<file path="config.mk">
export PLATFORM = sky130hd
export DESIGN_NAME = hazard_control_unit
export DESIGN_NICKNAME = d
export VERILOG_FILES = /design/src/rtl/core_pkg.sv /design/src/rtl/reg_use_decoder.sv /design/src/rtl/hazard_control_unit.sv
export SDC_FILE = /design/constraint.sdc
export NUM_CORES = 1
export LEC_CHECK = 0
export ABC_AREA = 0
export ABC_CLOCK_PERIOD_IN_PS = 3000
export BUFFER_PORTS_ARGS = -buffer_cell sky130_fd_sc_hd__buf_2
export CAP_MARGIN = 10
export CELL_PAD_IN_SITES_DETAIL_PLACEMENT = 0
export CELL_PAD_IN_SITES_GLOBAL_PLACEMENT = 1
export CORE_ASPECT_RATIO = 0.5
export CORE_MARGIN = 2
export CORE_UTILIZATION = 16
export DETAILED_ROUTE_END_ITERATION = 10
export GPL_TIMING_DRIVEN = 1
export PLACE_DENSITY = 0.87
export SLEW_MARGIN = 20
export SYNTH_ARGS = -nofsm -noshare
export SYNTH_HDL_FRONTEND = slang
export SYNTH_HIERARCHICAL = 1
export SYNTH_SLANG_ARGS = --single-unit
export TNS_END_PERCENT = 10
</file>
<file path="constraint.sdc">
create_clock -name clk -period 3 [get_ports clk]
set_input_delay 0.45 -clock clk [delete_from_list [all_inputs] [get_ports clk]]
set_output_delay 0.45 -clock clk [all_outputs]
set_load 0.005 [all_outputs]
</file>
<file path="src/rtl/core_pkg.sv">
// core_pkg: opcode constants, JALR funct3 and mul/div handshake state shared by the hazard logic
package core_pkg;
  localparam logic [6:0] OPC_OP     = 7'b0110011;
  localparam logic [6:0] OPC_STORE  = 7'b0100011;
  localparam logic [6:0] OPC_BRANCH = 7'b1100011;
  localparam logic [6:0] OPC_JALR   = 7'b1100111;
  localparam logic [6:0] OPC_JAL    = 7'b1101111;
  localparam logic [6:0] OPC_LUI    = 7'b0110111;
  localparam logic [6:0] OPC_AUIPC  = 7'b0010111;
  localparam logic [2:0] F3_JALR    = 3'b000;
  typedef enum logic {RUN, MD_WAIT} md_state_t;
endpackage

</file>
<file path="src/rtl/reg_use_decoder.sv">
// reg_use_decoder: flags which source registers the ID instruction reads and whether it is a JALR
module reg_use_decoder
  import core_pkg::*;
#(
  parameter int INSTR_WIDTH  = 32,
  parameter int OPCODE_WIDTH = 7,
  parameter int FUNCT3_WIDTH = 3
) (
  input  logic [INSTR_WIDTH-1:0] instr_i,
  output logic                   uses_rs1_o,
  output logic                   uses_rs2_o,
  output logic                   is_jalr_o
);
  logic [OPCODE_WIDTH-1:0] opcode;
  logic [FUNCT3_WIDTH-1:0] funct3;
  logic                    instr_unused;
  assign opcode       = instr_i[OPCODE_WIDTH-1:0];
  assign funct3       = instr_i[12 +: FUNCT3_WIDTH];
  assign instr_unused = ^{instr_i[INSTR_WIDTH-1:12+FUNCT3_WIDTH], instr_i[11:OPCODE_WIDTH]};
  // U-type and JAL read no register; only R-type, stores and branches read rs2
  always_comb begin
    uses_rs1_o = !(opcode inside {OPC_LUI, OPC_AUIPC, OPC_JAL});
    uses_rs2_o = opcode inside {OPC_OP, OPC_STORE, OPC_BRANCH};
    is_jalr_o  = (opcode == OPC_JALR) && (funct3 == F3_JALR);
  end
endmodule

</file>
<file path="src/rtl/hazard_control_unit.sv">
// hazard_control_unit: stalls/flushes for load-use, JALR-on-load, branch redirect and mul/div wait
// Optional perf counters are built when HAZARD_PERF_EN is defined.
module hazard_control_unit
  import core_pkg::*;
#(
  parameter int REGFILE_LEN    = 6,
  parameter int INSTR_WIDTH    = 32,
  parameter int OPCODE_WIDTH   = 7,
  parameter int FUNCT3_WIDTH   = 3,
  parameter int PERF_CNT_WIDTH = 32
) (
  input  logic                   clk,
  input  logic                   rst_n,
  input  logic [INSTR_WIDTH-1:0] instr_IF_ID,
  input  logic [REGFILE_LEN-1:0] rs1_IF_ID,
  input  logic [REGFILE_LEN-1:0] rs2_IF_ID,
  input  logic [REGFILE_LEN-1:0] rd_ID_EX,
  input  logic                   reg_write_ID_EX,
  input  logic                   mem_read_ID_EX,
  input  logic [REGFILE_LEN-1:0] rd_EX_MEM,
  input  logic                   mem_read_EX_MEM,
  input  logic                   branch_taken_EX,
  input  logic                   md_req_EX,
  input  logic                   md_done,
  output logic                   pc_write,
  output logic                   if_id_write,
  output logic                   id_ex_write,
  output logic                   flush_IF_ID,
  output logic                   flush_ID_EX,
  output logic                   flush_EX_MEM,
  output logic                   md_start
`ifdef HAZARD_PERF_EN
  ,
  output logic [PERF_CNT_WIDTH-1:0] stall_cycles,
  output logic [PERF_CNT_WIDTH-1:0] flush_events,
  output logic [PERF_CNT_WIDTH-1:0] md_cycles
`endif
);
  logic      uses_rs1, uses_rs2, is_jalr;
  logic      load_use, jalr_wait, md_active, md_freeze, hazard_stall;
  md_state_t state_q, state_d;

  reg_use_decoder #(
    .INSTR_WIDTH (INSTR_WIDTH),
    .OPCODE_WIDTH(OPCODE_WIDTH),
    .FUNCT3_WIDTH(FUNCT3_WIDTH)
  ) u_dec (
    .instr_i   (instr_IF_ID),
    .uses_rs1_o(uses_rs1),
    .uses_rs2_o(uses_rs2),
    .is_jalr_o (is_jalr)
  );

  // Hazard detection; a JALR needs rs1 in ID, so a load one or two ahead must drain first
  always_comb begin
    load_use  = mem_read_ID_EX && reg_write_ID_EX && (rd_ID_EX != '0) &&
                ((uses_rs1 && rd_ID_EX == rs1_IF_ID) || (uses_rs2 && rd_ID_EX == rs2_IF_ID));
    jalr_wait = is_jalr && (rs1_IF_ID != '0) &&
                ((mem_read_ID_EX && reg_write_ID_EX && rd_ID_EX == rs1_IF_ID) ||
                 (mem_read_EX_MEM && rd_EX_MEM == rs1_IF_ID));
  end

  // Action priority: mul/div activity, then branch redirect, then load stalls
  always_comb begin
    state_d      = (state_q == RUN) ? (md_req_EX ? MD_WAIT : RUN) : (md_done ? RUN : MD_WAIT);
    md_start     = (state_q == RUN) && md_req_EX;
    md_active    = (state_q == MD_WAIT) || md_req_EX;
    md_freeze    = md_start || ((state_q == MD_WAIT) && !md_done);
    hazard_stall = !md_active && !branch_taken_EX && (load_use || jalr_wait);
    pc_write     = !md_freeze && !hazard_stall;
    if_id_write  = !md_freeze && !hazard_stall;
    id_ex_write  = !md_freeze;
    flush_IF_ID  = !md_active && branch_taken_EX;
    flush_ID_EX  = !md_active && (branch_taken_EX || load_use || jalr_wait);
    flush_EX_MEM = md_freeze;
  end

  // Mul/div handshake state; reset always returns to RUN
  always_ff @(posedge clk) begin
    state_q <= !rst_n ? RUN : state_d;
  end

`ifdef HAZARD_PERF_EN
  localparam logic [PERF_CNT_WIDTH-1:0] CNT_ONE = 1;
  logic [PERF_CNT_WIDTH-1:0] stall_cycles_q, flush_events_q, md_cycles_q;
  assign stall_cycles = stall_cycles_q;
  assign flush_events = flush_events_q;
  assign md_cycles    = md_cycles_q;
  // Saturating event counters
  always_ff @(posedge clk) begin
    if (!rst_n) begin
      stall_cycles_q <= '0;
      flush_events_q <= '0;
      md_cycles_q    <= '0;
    end else begin
      if (!pc_write && !(&stall_cycles_q)) stall_cycles_q <= stall_cycles_q + CNT_ONE;
      if (flush_IF_ID && !(&flush_events_q)) flush_events_q <= flush_events_q + CNT_ONE;
      if ((state_q == MD_WAIT) && !(&md_cycles_q)) md_cycles_q <= md_cycles_q + CNT_ONE;
    end
  end
`else
  logic [PERF_CNT_WIDTH-1:0] perf_unused;
  assign perf_unused = '0;
`endif
endmodule

</file>
==> run summary, run 1 <==
DR WL/cell = 8.90 µm
Die X = 78.3 µm
Final min period = 2640 ps
share of the yosys chip area belonging to registers = 4.53%
status = finished, final reports clean
Die Area = 3220 µm²
vias in the first global route = 432
NetSw = 37.7 µW
Synth Area in Compound Gates = 21.2%
largest net degree at the start of global routing = 5
CP Depth = 8
Initial Util = 17.0%
DRT Pass-1 Iters = 3
slew at the pin with the worst max-slew slack = 477 ps
layout cells sized above 1 = 50.0%
crit end category = primary output
internal power = 62.1 µW
Period Utilization, post-route = 88.1%
Sw Ratio = 37.8%
routed vias = 555
drt total wl = 1260 µm
initial antenna violation count = 0
Flop pwr share = 15.6%
R2R Path End = state_q
first-pass GRT wire length = 1700 µm
Reg with most FFs = state_q
post-synthesis mux area share = 0%
unrepaired setup endpoints after global routing = no
Via density = 3.94
Worst setup startpoint = instr_IF_ID[13]
Gate power share = 84.4%
simple-gate share of the synthesized area = 35.1%
f_max = 0.378 GHz
Max-slew headroom = 67.4%
part of the power in the clock network = 0%
main combinational cell family by area after synthesis = XOR/XNOR gates
Die Height = 41.2 µm
WP data arrival = 2190 ps
required time of the critical path = 2550 ps
Setup violations, final = 0
I/O Buffers = 48
Reg2Reg Launch Point = state_q
Cell variety after synth = 28
CP max stage cell = or3_1
max FFs per register = 1
Critical Path Sink = if_id_write
Peak supply drop = 0.101 mV
clk slew on worst S/H paths = 0 ps
delay-heaviest family, CP = compound AO/OA/AOI/OAI gates
Hold-fix buffers, CTS = 0
CP Cell Sequence = buf_2, or3_1, nor4_1, o31ai_4, a2111oi_1, a211o_1, a21oi_1, buf_2
# DRC = 0
GPL Wtd Cong = 0.667
Avg Cell Area, Syn = 7.75 µm²
Post-CTS Setup Repair Bufs = 0
most frequent cells in the layout = buf_2, xnor2_1, xor2_1
warning count from the yosys run = 6
HP Class = input port to flip-flop
total gr overflow = 0
most frequent CP cell = buf_2
Worst-Skew Late Latency = 0 ps
ant diodes = 0
TNS Setup = 0 ps
fin nets = 170
Worst R2R Setup Slack = 2130 ps
Crit Path Category = input port to primary output
critical path's largest stage delay = 370 ps
Largest regs = state_q x1
worst-path fanout max = 2
Max Cap Viol = 0
max-slew violation count = 0
synthesized netlist net count = 121
Synth Cell Area = 442 µm²
GR Util All Layers = 6.46%
leakage power = 0.337 nW
post-synthesis instance total = 57
post-cts sizing count = 0
xor/xnor share of the synthesized area = 35.7%
skew final = 0 ps
Hold Vio Cnt, Final = 0
pwr dens = 138 nW/µm²
Adder-Cell Fraction of Synth Area = 0%
HPWL Detailed = 1210 µm
startpoint types = input port
fill count = 306
R2R cell count = 3
final antenna-violating net count = 0
Hold WS = 657 ps
drt initial violations = 8
row count = 13
synthesized flop and latch total = 1
CP Buf/Inv Count = 2
Layout area overhead = 63.2%
Placeable Area = 2600 µm²
io pins = 71
commonest non-fill, non-tap cell in the layout = buf_2
-- cells by family (layout without fill, tap and decap cells) --
| group | Yosys count | after routing |
|---|---|---|
| XOR/XNOR | 18 | 18 |
| buffers and inverters | 3 | 50 |
| flip-flops | 1 | 1 |
| AO/OA/AOI/OAI | 10 | 10 |
| AND/OR/NAND/NOR | 25 | 25 |
-- synthesized netlist by cell type, drive strengths merged --
| cell type | instances | area (µm²) |
|---|---|---|
| a2111oi | 2 | 18.8 |
| a211o | 1 | 8.76 |
| a21o | 2 | 15.0 |
| a21oi | 1 | 5.00 |
| and2 | 2 | 12.5 |
| buf | 1 | 7.51 |
| dfxtp | 1 | 20.0 |
| inv | 2 | 7.51 |
| nand2 | 2 | 7.51 |
| nand2b | 2 | 20.0 |
| nand3 | 5 | 25.0 |
| nand4 | 1 | 6.26 |
| nand4b | 1 | 8.76 |
| nor2 | 4 | 15.0 |
| nor2b | 1 | 6.26 |
| nor3 | 2 | 10.0 |
| nor4 | 1 | 6.26 |
| o21a | 1 | 7.51 |
| o311a | 1 | 10.0 |
| o31ai | 2 | 28.8 |
| or3 | 1 | 6.26 |
| or3b | 1 | 8.76 |
| or4 | 2 | 22.5 |
| xnor2 | 12 | 105 |
| xor2 | 6 | 52.6 |
-- power groups by stage --
stage	combinational [mW]	clock (mW)	sequential [mW]
6_report	0.0842	0	0.0155
5_1_grt	0.0940	0	0.0156
4_1_cts	0.0857	0	0.0155
3_5_place_dp	0.0853	0	0.0155
3_3_place_gp	0.0843	0	0.0154
2_1_floorplan	0.0388	0	0.0153
-- metrics by stage --
stage | setup slack [ps] | utilization (%) | power, mW | cell area (µm²) | std cells
global route | 232 | 27.7 | 0.110 | 721 | 141
global placement | 326 | 27.7 | 0.0997 | 721 | 141
CTS | 333 | 27.7 | 0.101 | 721 | 141
detailed placement | 336 | 27.7 | 0.101 | 721 | 141
finish | 358 | 27.7 | 0.0997 | 721 | 141
floorplan | 561 | - | 0.0541 | 442 | 57
-- worst min path at each step --
stage	startpoint	end	slack [ps]	cells past startpoint
4_1_cts	rst_n	state_q	660	2
2_1_floorplan	rst_n	state_q	570	1
3_3_place_gp	rst_n	state_q	650	2
6_report	rst_n	state_q	660	2
5_1_grt	rst_n	state_q	680	2
3_5_place_dp	rst_n	state_q	660	2
-- worst reg2reg max path: stages (launching register included) --
cell     delay [ps]
dfxtp_1         350
nor2b_1          70
a21o_1          180
and2_1          150
-- routing by layer --
layer | track usage (%) | vias to the layer above | routed length (µm)
met5 | 0 | - | 0
met1 | 7.22 | 240 | 511
met3 | 0.220 | 0 | 37
li1 | - | 303 | -
met4 | 0 | 0 | 0
met2 | 15.3 | 12 | 706
-- area by class of cell --
| cell class | instances | area (µm²) | share of cell area [%] |
|---|---|---|---|
| well taps | 37 | 46.3 | 6.42 |
| inverters | 2 | 7.51 | 1.04 |
| multi-input cells | 53 | 407 | 56.4 |
| flip-flops and latches | 1 | 20.0 | 2.78 |
| repair buffers | 48 | 240 | 33.3 |
No activity file was read; power rests on OpenSTA's default activity.
==> run 2: changes to the inputs <==
ABC_AREA = 1   (was 0)
CELL_PAD_IN_SITES_DETAIL_PLACEMENT = 1   (was 0)
PLACE_DENSITY = 0.85   (was 0.87)
SETUP_SLACK_MARGIN = 0.2   (was default)
==> run summary, run 2 <==
HPWL Detailed = 1850 µm (was 1210 µm)
leakage power = 0.573 nW (was 0.337 nW)
Post-Layout Cell Count = 227 (was 141)
Largest regs = state_q x1 (unchanged)
vias in the first global route = 860 (was 432)
HP Class = flip-flop to flip-flop (was input port to flip-flop)
Initial Util = 16.5% (was 17.0%)
fin nets = 242 (was 170)
initial antenna violation count = 0 (unchanged)
share of the yosys chip area belonging to registers = 3.58% (was 4.53%)
required time of the critical path = 2550 ps (about the same)
Reg with most FFs = state_q (unchanged)
Peak supply drop = 0.0310 mV (was 0.101 mV)
DRT Pass-1 Iters = 4 (was 3)
Synth Flop Type = dfxtp_1 (unchanged)
GPL Wtd Cong = 0.738 (was 0.667)
Period Utilization, post-route = 63.1% (was 88.1%)
wire length on met2 = 1020 µm (was 706 µm)
fin area = 856 µm² (was 721 µm²)
post-cts sizing count = 0 (unchanged)
io pins = 71 (unchanged)
# DRC = 0 (unchanged)
Post-CTS Setup Repair Bufs = 0 (unchanged)
EDFF count, synth = 0 (unchanged)
placed instance count = 227 (was 141)
unrepaired setup endpoints after global routing = no (unchanged)
Worst-Skew Late Latency = 0 ps (about the same)
drt total wl = 1920 µm (was 1260 µm)
Synth Cell Area = 559 µm² (was 442 µm²)
DR WL met3 = 39 µm (was 37 µm)
Area after DPL = 856 µm² (was 721 µm²)
Final min period = 1890 ps (was 2640 ps)
row count = 15 (was 13)
synthesized netlist net count = 193 (was 121)
Layout area overhead = 53.0% (was 63.2%)
Crit Path Category = input port to primary output (unchanged)
Max-slew headroom = 85.5% (was 67.4%)
largest cells by area after synthesis = nand2_1, inv_1, nor2_1 (was xnor2_1, xor2_1, nand3_1)
commonest non-fill, non-tap cell in the layout = nand2_1 (was buf_2)
drt initial violations = 7 (was 8)
Die Area = 4010 µm² (was 3220 µm²)
Cell variety after synth = 18 (was 28)
synthesized flop and latch total = 1 (unchanged)
status = finished, final reports clean (unchanged)
crit end category = primary output (unchanged)
final antenna-violating net count = 0 (unchanged)
total gr overflow = 0 (unchanged)
startpoint types = input port (unchanged)
area leader, netlist = nand2_1 (was xnor2_1)
Routed met1 length = 863 µm (was 511 µm)
worst-path fanout max = 4 (was 2)
Die Height = 45.8 µm (was 41.2 µm)
max-slew violation count = 0 (unchanged)
Max Cap Viol = 0 (unchanged)
WP data arrival = 1440 ps (was 2190 ps)
ant diodes = 0 (unchanged)
GR Util All Layers = 9.53% (was 6.46%)
ys async rst share = 0% (unchanged)
routed vias = 893 (was 555)
I/O Buffers = 48 (unchanged)
DR WL/cell = 8.47 µm (was 8.90 µm)
Synth top cells by count = nand2_1, inv_1, nor2_1 (was xnor2_1, xor2_1, nand3_1)
Via density = 3.93 (was 3.94)
TNS Setup = 0 ps (unchanged)
Placeable Area = 3400 µm² (was 2600 µm²)
largest net degree at the start of global routing = 5 (unchanged)
max FFs per register = 1 (unchanged)
fill count = 499 (was 306)
Hold-fix buffers, CTS = 0 (unchanged)
clk slew on worst S/H paths = 0 ps (about the same)
Yosys top cell area share = 36.9% (was 23.8%)
skew final = 0 ps (unchanged)
Avg Cell Area, Syn = 4.34 µm² (was 7.75 µm²)
f_max = 0.528 GHz (was 0.378 GHz)
first-pass GRT wire length = 3230 µm (was 1700 µm)
layout cells sized above 1 = 32.4% (was 50.0%)
slew at the pin with the worst max-slew slack = 218 ps (was 477 ps)
Hold Vio Cnt, Final = 0 (unchanged)
pwr dens = 127 nW/µm² (was 138 nW/µm²)
most frequent cells in the layout = nand2_1, buf_2, inv_1 (was buf_2, xnor2_1, xor2_1)
warning count from the yosys run = 6 (unchanged)
Setup violations, final = 0 (unchanged)
Die X = 87.6 µm (was 78.3 µm)
top-count cell post-synth = nand2_1 (was xnor2_1)
post-synthesis instance total = 129 (was 57)
uppermost layer routed = met3 (unchanged)
==> run 2: cell types whose count changed in the layout (fill, tap and decap cells not counted), sizes merged, moves of 3 or more <==
| cell | change |
|---|---|
| o21ai | +4 |
| nor2 | +12 |
| a21oi | +3 |
| nand2 | +53 |
| nand4 | +5 |
| xor2 | -5 |
| xnor2 | -12 |
| inv | +30 |
==> run 2: routing by layer <==
| layer | track usage [%] | vias to the layer above |
|---|---|---|
| li1 | - | 480 |
| met2 | 19.8 | 10 |
| met1 | 11.9 | 403 |
| met5 | 0 | - |
| met4 | 0 | 0 |
| met3 | 0.181 | 0 |
==> run 2: path summary, 6_finish.rpt <==
check,startpoint,to,slack [ps],cells after the start
worst max register to register,state_q,state_q,2140,4
worst max-delay path,rs1_IF_ID[4],flush_ID_EX,1110,10
worst min register to register,state_q,state_q,640,3
worst min-delay path,state_q,state_q,640,3
==> run 2: per-stage QoR <==
| stage | util [%] | power (mW) | setup slack [ps] | hold WS (ps) |
|---|---|---|---|---|
| 4_1_cts | 25.2 | 0.111 | 1070 | 647 |
| 3_3_place_gp | 25.2 | 0.107 | 1090 | 627 |
| 2_1_floorplan | - | 0.0618 | 1260 | 562 |
| 3_5_place_dp | 25.2 | 0.110 | 1070 | 649 |
| 5_1_grt | 25.2 | 0.125 | 906 | 713 |
| 6_report | 25.2 | 0.109 | 1110 | 642 |
==> run 2: final cells by class <==
type / instances / area, µm² / area share, %
Multi-Input combinational cell: 95 / 412 / 48.1
Timing Repair Buffer: 48 / 240 / 28.1
Inverter: 32 / 120 / 14.0
Tap cell: 51 / 63.8 / 7.46
Sequential cell: 1 / 20.0 / 2.34
==> run 2: cells by family after synthesis <==
logic type	synth area share [%]
flops	3.58
buf+inv	22.8
simple gates	61.7
compound gates	10.3
xor+xnor	1.57
==> run 2: where the power goes <==
| group | leakage, nW | switching (mW) | total [mW] | internal, mW |
|---|---|---|---|---|
| combinational | 0.565 | 0.0501 | 0.0929 | 0.0429 |
| clock | 0 | 0 | 0 | 0 |
| sequential | 0.00835 | 0.00117 | 0.0159 | 0.0147 |
| total | 0.573 | 0.0513 | 0.109 | 0.0575 |
==> run 2: worst max-delay path, cell delays in order <==
cell and delay (ps):
buf_2 120, or2_0 210, a21oi_1 150, nand3_1 100, nand2_1 70, nand2_1 40
nand2_1 70, nand2_1 60, nand2_1 60, buf_2 100
==> run 3: changes to the inputs <==
ABC_CLOCK_PERIOD_IN_PS = 1700   (was 3000)
CORE_UTILIZATION = 15   (was 16)
PLACE_DENSITY = 0.84   (was 0.85)
clock period = 1.7 ns   (was 3 ns; I/O delays follow)
==> run summary, run 3 (same netlist as run 2, synthesis figures left out) <==
slew at the pin with the worst max-slew slack = 281 ps (was 218 ps)
Worst-Skew Late Latency = 0 ps (about the same)
ant diodes = 0 (unchanged)
DR WL/cell = 9.60 µm (was 8.47 µm)
layout cells sized above 1 = 43.2% (was 32.4%)
required time of the critical path = 1440 ps (was 2550 ps)
io pins = 71 (unchanged)
Final min period = 1470 ps
Setup violations, final = 0 (unchanged)
max-slew violation count = 0 (unchanged)
Crit Path Category = input port to primary output (unchanged)
Layout area overhead = 71.6% (was 53.0%)
GR Util All Layers = 9.65% (was 9.53%)
Max Cap Viol = 0 (unchanged)
Hold-fix buffers, CTS = 0 (unchanged)
vias in the first global route = 901 (was 860)
Period Utilization, post-route = 86.7%
drt initial violations = 10 (was 7)
area occupied by multi-input gates = 463 µm² (was 412 µm²)
initial antenna violation count = 0 (unchanged)
f_max = 0.678 GHz
Sw Ratio = 47.1% (about the same)
Hold Vio Cnt, Final = 0 (unchanged)
I/O Buffers = 48 (unchanged)
max FFs per register = 1 (unchanged)
fill count = 503 (was 499)
total gr overflow = 0 (unchanged)
routed vias = 894 (was 893)
Placeable Area = 3510 µm² (was 3400 µm²)
row count = 15 (unchanged)
Max-slew headroom = 81.3% (was 85.5%)
final antenna-violating net count = 0 (unchanged)
largest net degree at the start of global routing = 5 (unchanged)
leakage power = 0.593 nW (was 0.573 nW)
Flop pwr share = 12.8% (was 14.6%)
Initial Util = 15.9% (was 16.5%)
NetSw = 105 µW (was 51.3 µW)
clk slew on worst S/H paths = 0 ps (about the same)
HP Class = input port to flip-flop (was flip-flop to flip-flop)
skew final = 0 ps (unchanged)
fin nets = 242 (unchanged)
Die Height = 47.2 µm (was 45.8 µm)
crit end category = primary output (unchanged)
Util after Layout = 27.3% (was 25.2%)
Peak supply drop = 0.0436 mV (was 0.0310 mV)
Via density = 3.94 (was 3.93)
unrepaired setup endpoints after global routing = yes (was no)
Die Area = 4260 µm² (was 4010 µm²)
drt total wl = 2180 µm (was 1920 µm)
Reg with most FFs = state_q (unchanged)
status = finished, final reports clean (unchanged)
Largest regs = state_q x1 (unchanged)
startpoint types = input port (unchanged)
first-pass GRT wire length = 3460 µm (was 3230 µm)
Gate power share = 87.2% (was 85.4%)
Die X = 90.4 µm (was 87.6 µm)
most frequent cells in the layout = nand2_1, buf_2, inv_1 (unchanged)
internal power = 118 µW (was 57.5 µW)
WP data arrival = 1220 ps (was 1440 ps)
DRT Pass-1 Iters = 3 (was 4)
worst-path fanout max = 3 (was 4)
Seq. cell area = 20.0 µm² (unchanged)
commonest non-fill, non-tap cell in the layout = nand2_1 (unchanged)
pwr dens = 232 nW/µm² (was 127 nW/µm²)
HPWL Detailed = 2010 µm (was 1850 µm)
TNS Setup = 0 ps (unchanged)
# DRC = 0 (unchanged)
GPL Wtd Cong = 0.825 (was 0.738)
part of the power in the clock network = 0% (about the same)
==> run 3: per-layer routing <==
| layer | vias up | share of wire [%] | GRT usage, % |
|---|---|---|---|
| met2 | 12 | 55 | 22.4 |
| li1 | 482 | - | - |
| met3 | 0 | 3.9 | 1.28 |
| met5 | - | 0 | 0 |
| met1 | 400 | 41 | 10.4 |
| met4 | 0 | 0 | 0 |
==> run 3: power groups by stage <==
stage / registers (mW) / clock network (mW) / logic, mW
floorplan: 0.0277 / 0 / 0.0814
global placement: 0.0280 / 0 / 0.161
detailed placement: 0.0283 / 0 / 0.170
CTS: 0.0283 / 0 / 0.187
global route: 0.0289 / 0 / 0.219
finish: 0.0284 / 0 / 0.194
==> run 3: what timing repair did <==
action / CTS / global route
buffers inserted: 0 / 0
pin swaps: 19 / 13
endpoints found under the setup margin: 3 / 3
gates resized for setup: 20 / 14
cloned: 0 / 0
==> run 3: layout make-up <==
cell class	count	share of cell area, %
repair buffers	48	30.0
well taps	51	6.65
multi-input cells	95	48.2
inverters	32	13.0
flip-flops and latches	1	2.09
==> run 3: worst max-delay path, cell delays in order <==
cell and delay (ps):
buf_6 90, inv_4 30, nor2_1 100, nand3_1 100, nand2_1 70, inv_1 40
nand4_1 80, nand2_1 60, nand2_1 70, nand2_2 70, a21oi_2 130, buf_2 130
==> run 3: stage by stage <==
| step | setup WS, ps | power (mW) | area, µm² | hold WS, ps | instances |
|---|---|---|---|---|---|
| 5_1_grt | 110 | 0.248 | 960 | 498 | 227 |
| 3_5_place_dp | 141 | 0.198 | 856 | 484 | 227 |
| 6_report | 226 | 0.222 | 960 | 479 | 227 |
| 3_3_place_gp | 175 | 0.189 | 856 | 468 | 227 |
| 4_1_cts | 197 | 0.215 | 920 | 484 | 227 |
| 2_1_floorplan | 352 | 0.109 | 559 | 367 | 129 |
==> run 3: final timing paths <==
check	from	cells past startpoint	slack, ps	endpoint
worst min register to register	state_q	3	690	state_q
worst max-delay path	instr_IF_ID[2]	12	230	pc_write
worst min-delay path	rst_n	3	480	state_q
worst max register to register	state_q	4	750	state_q
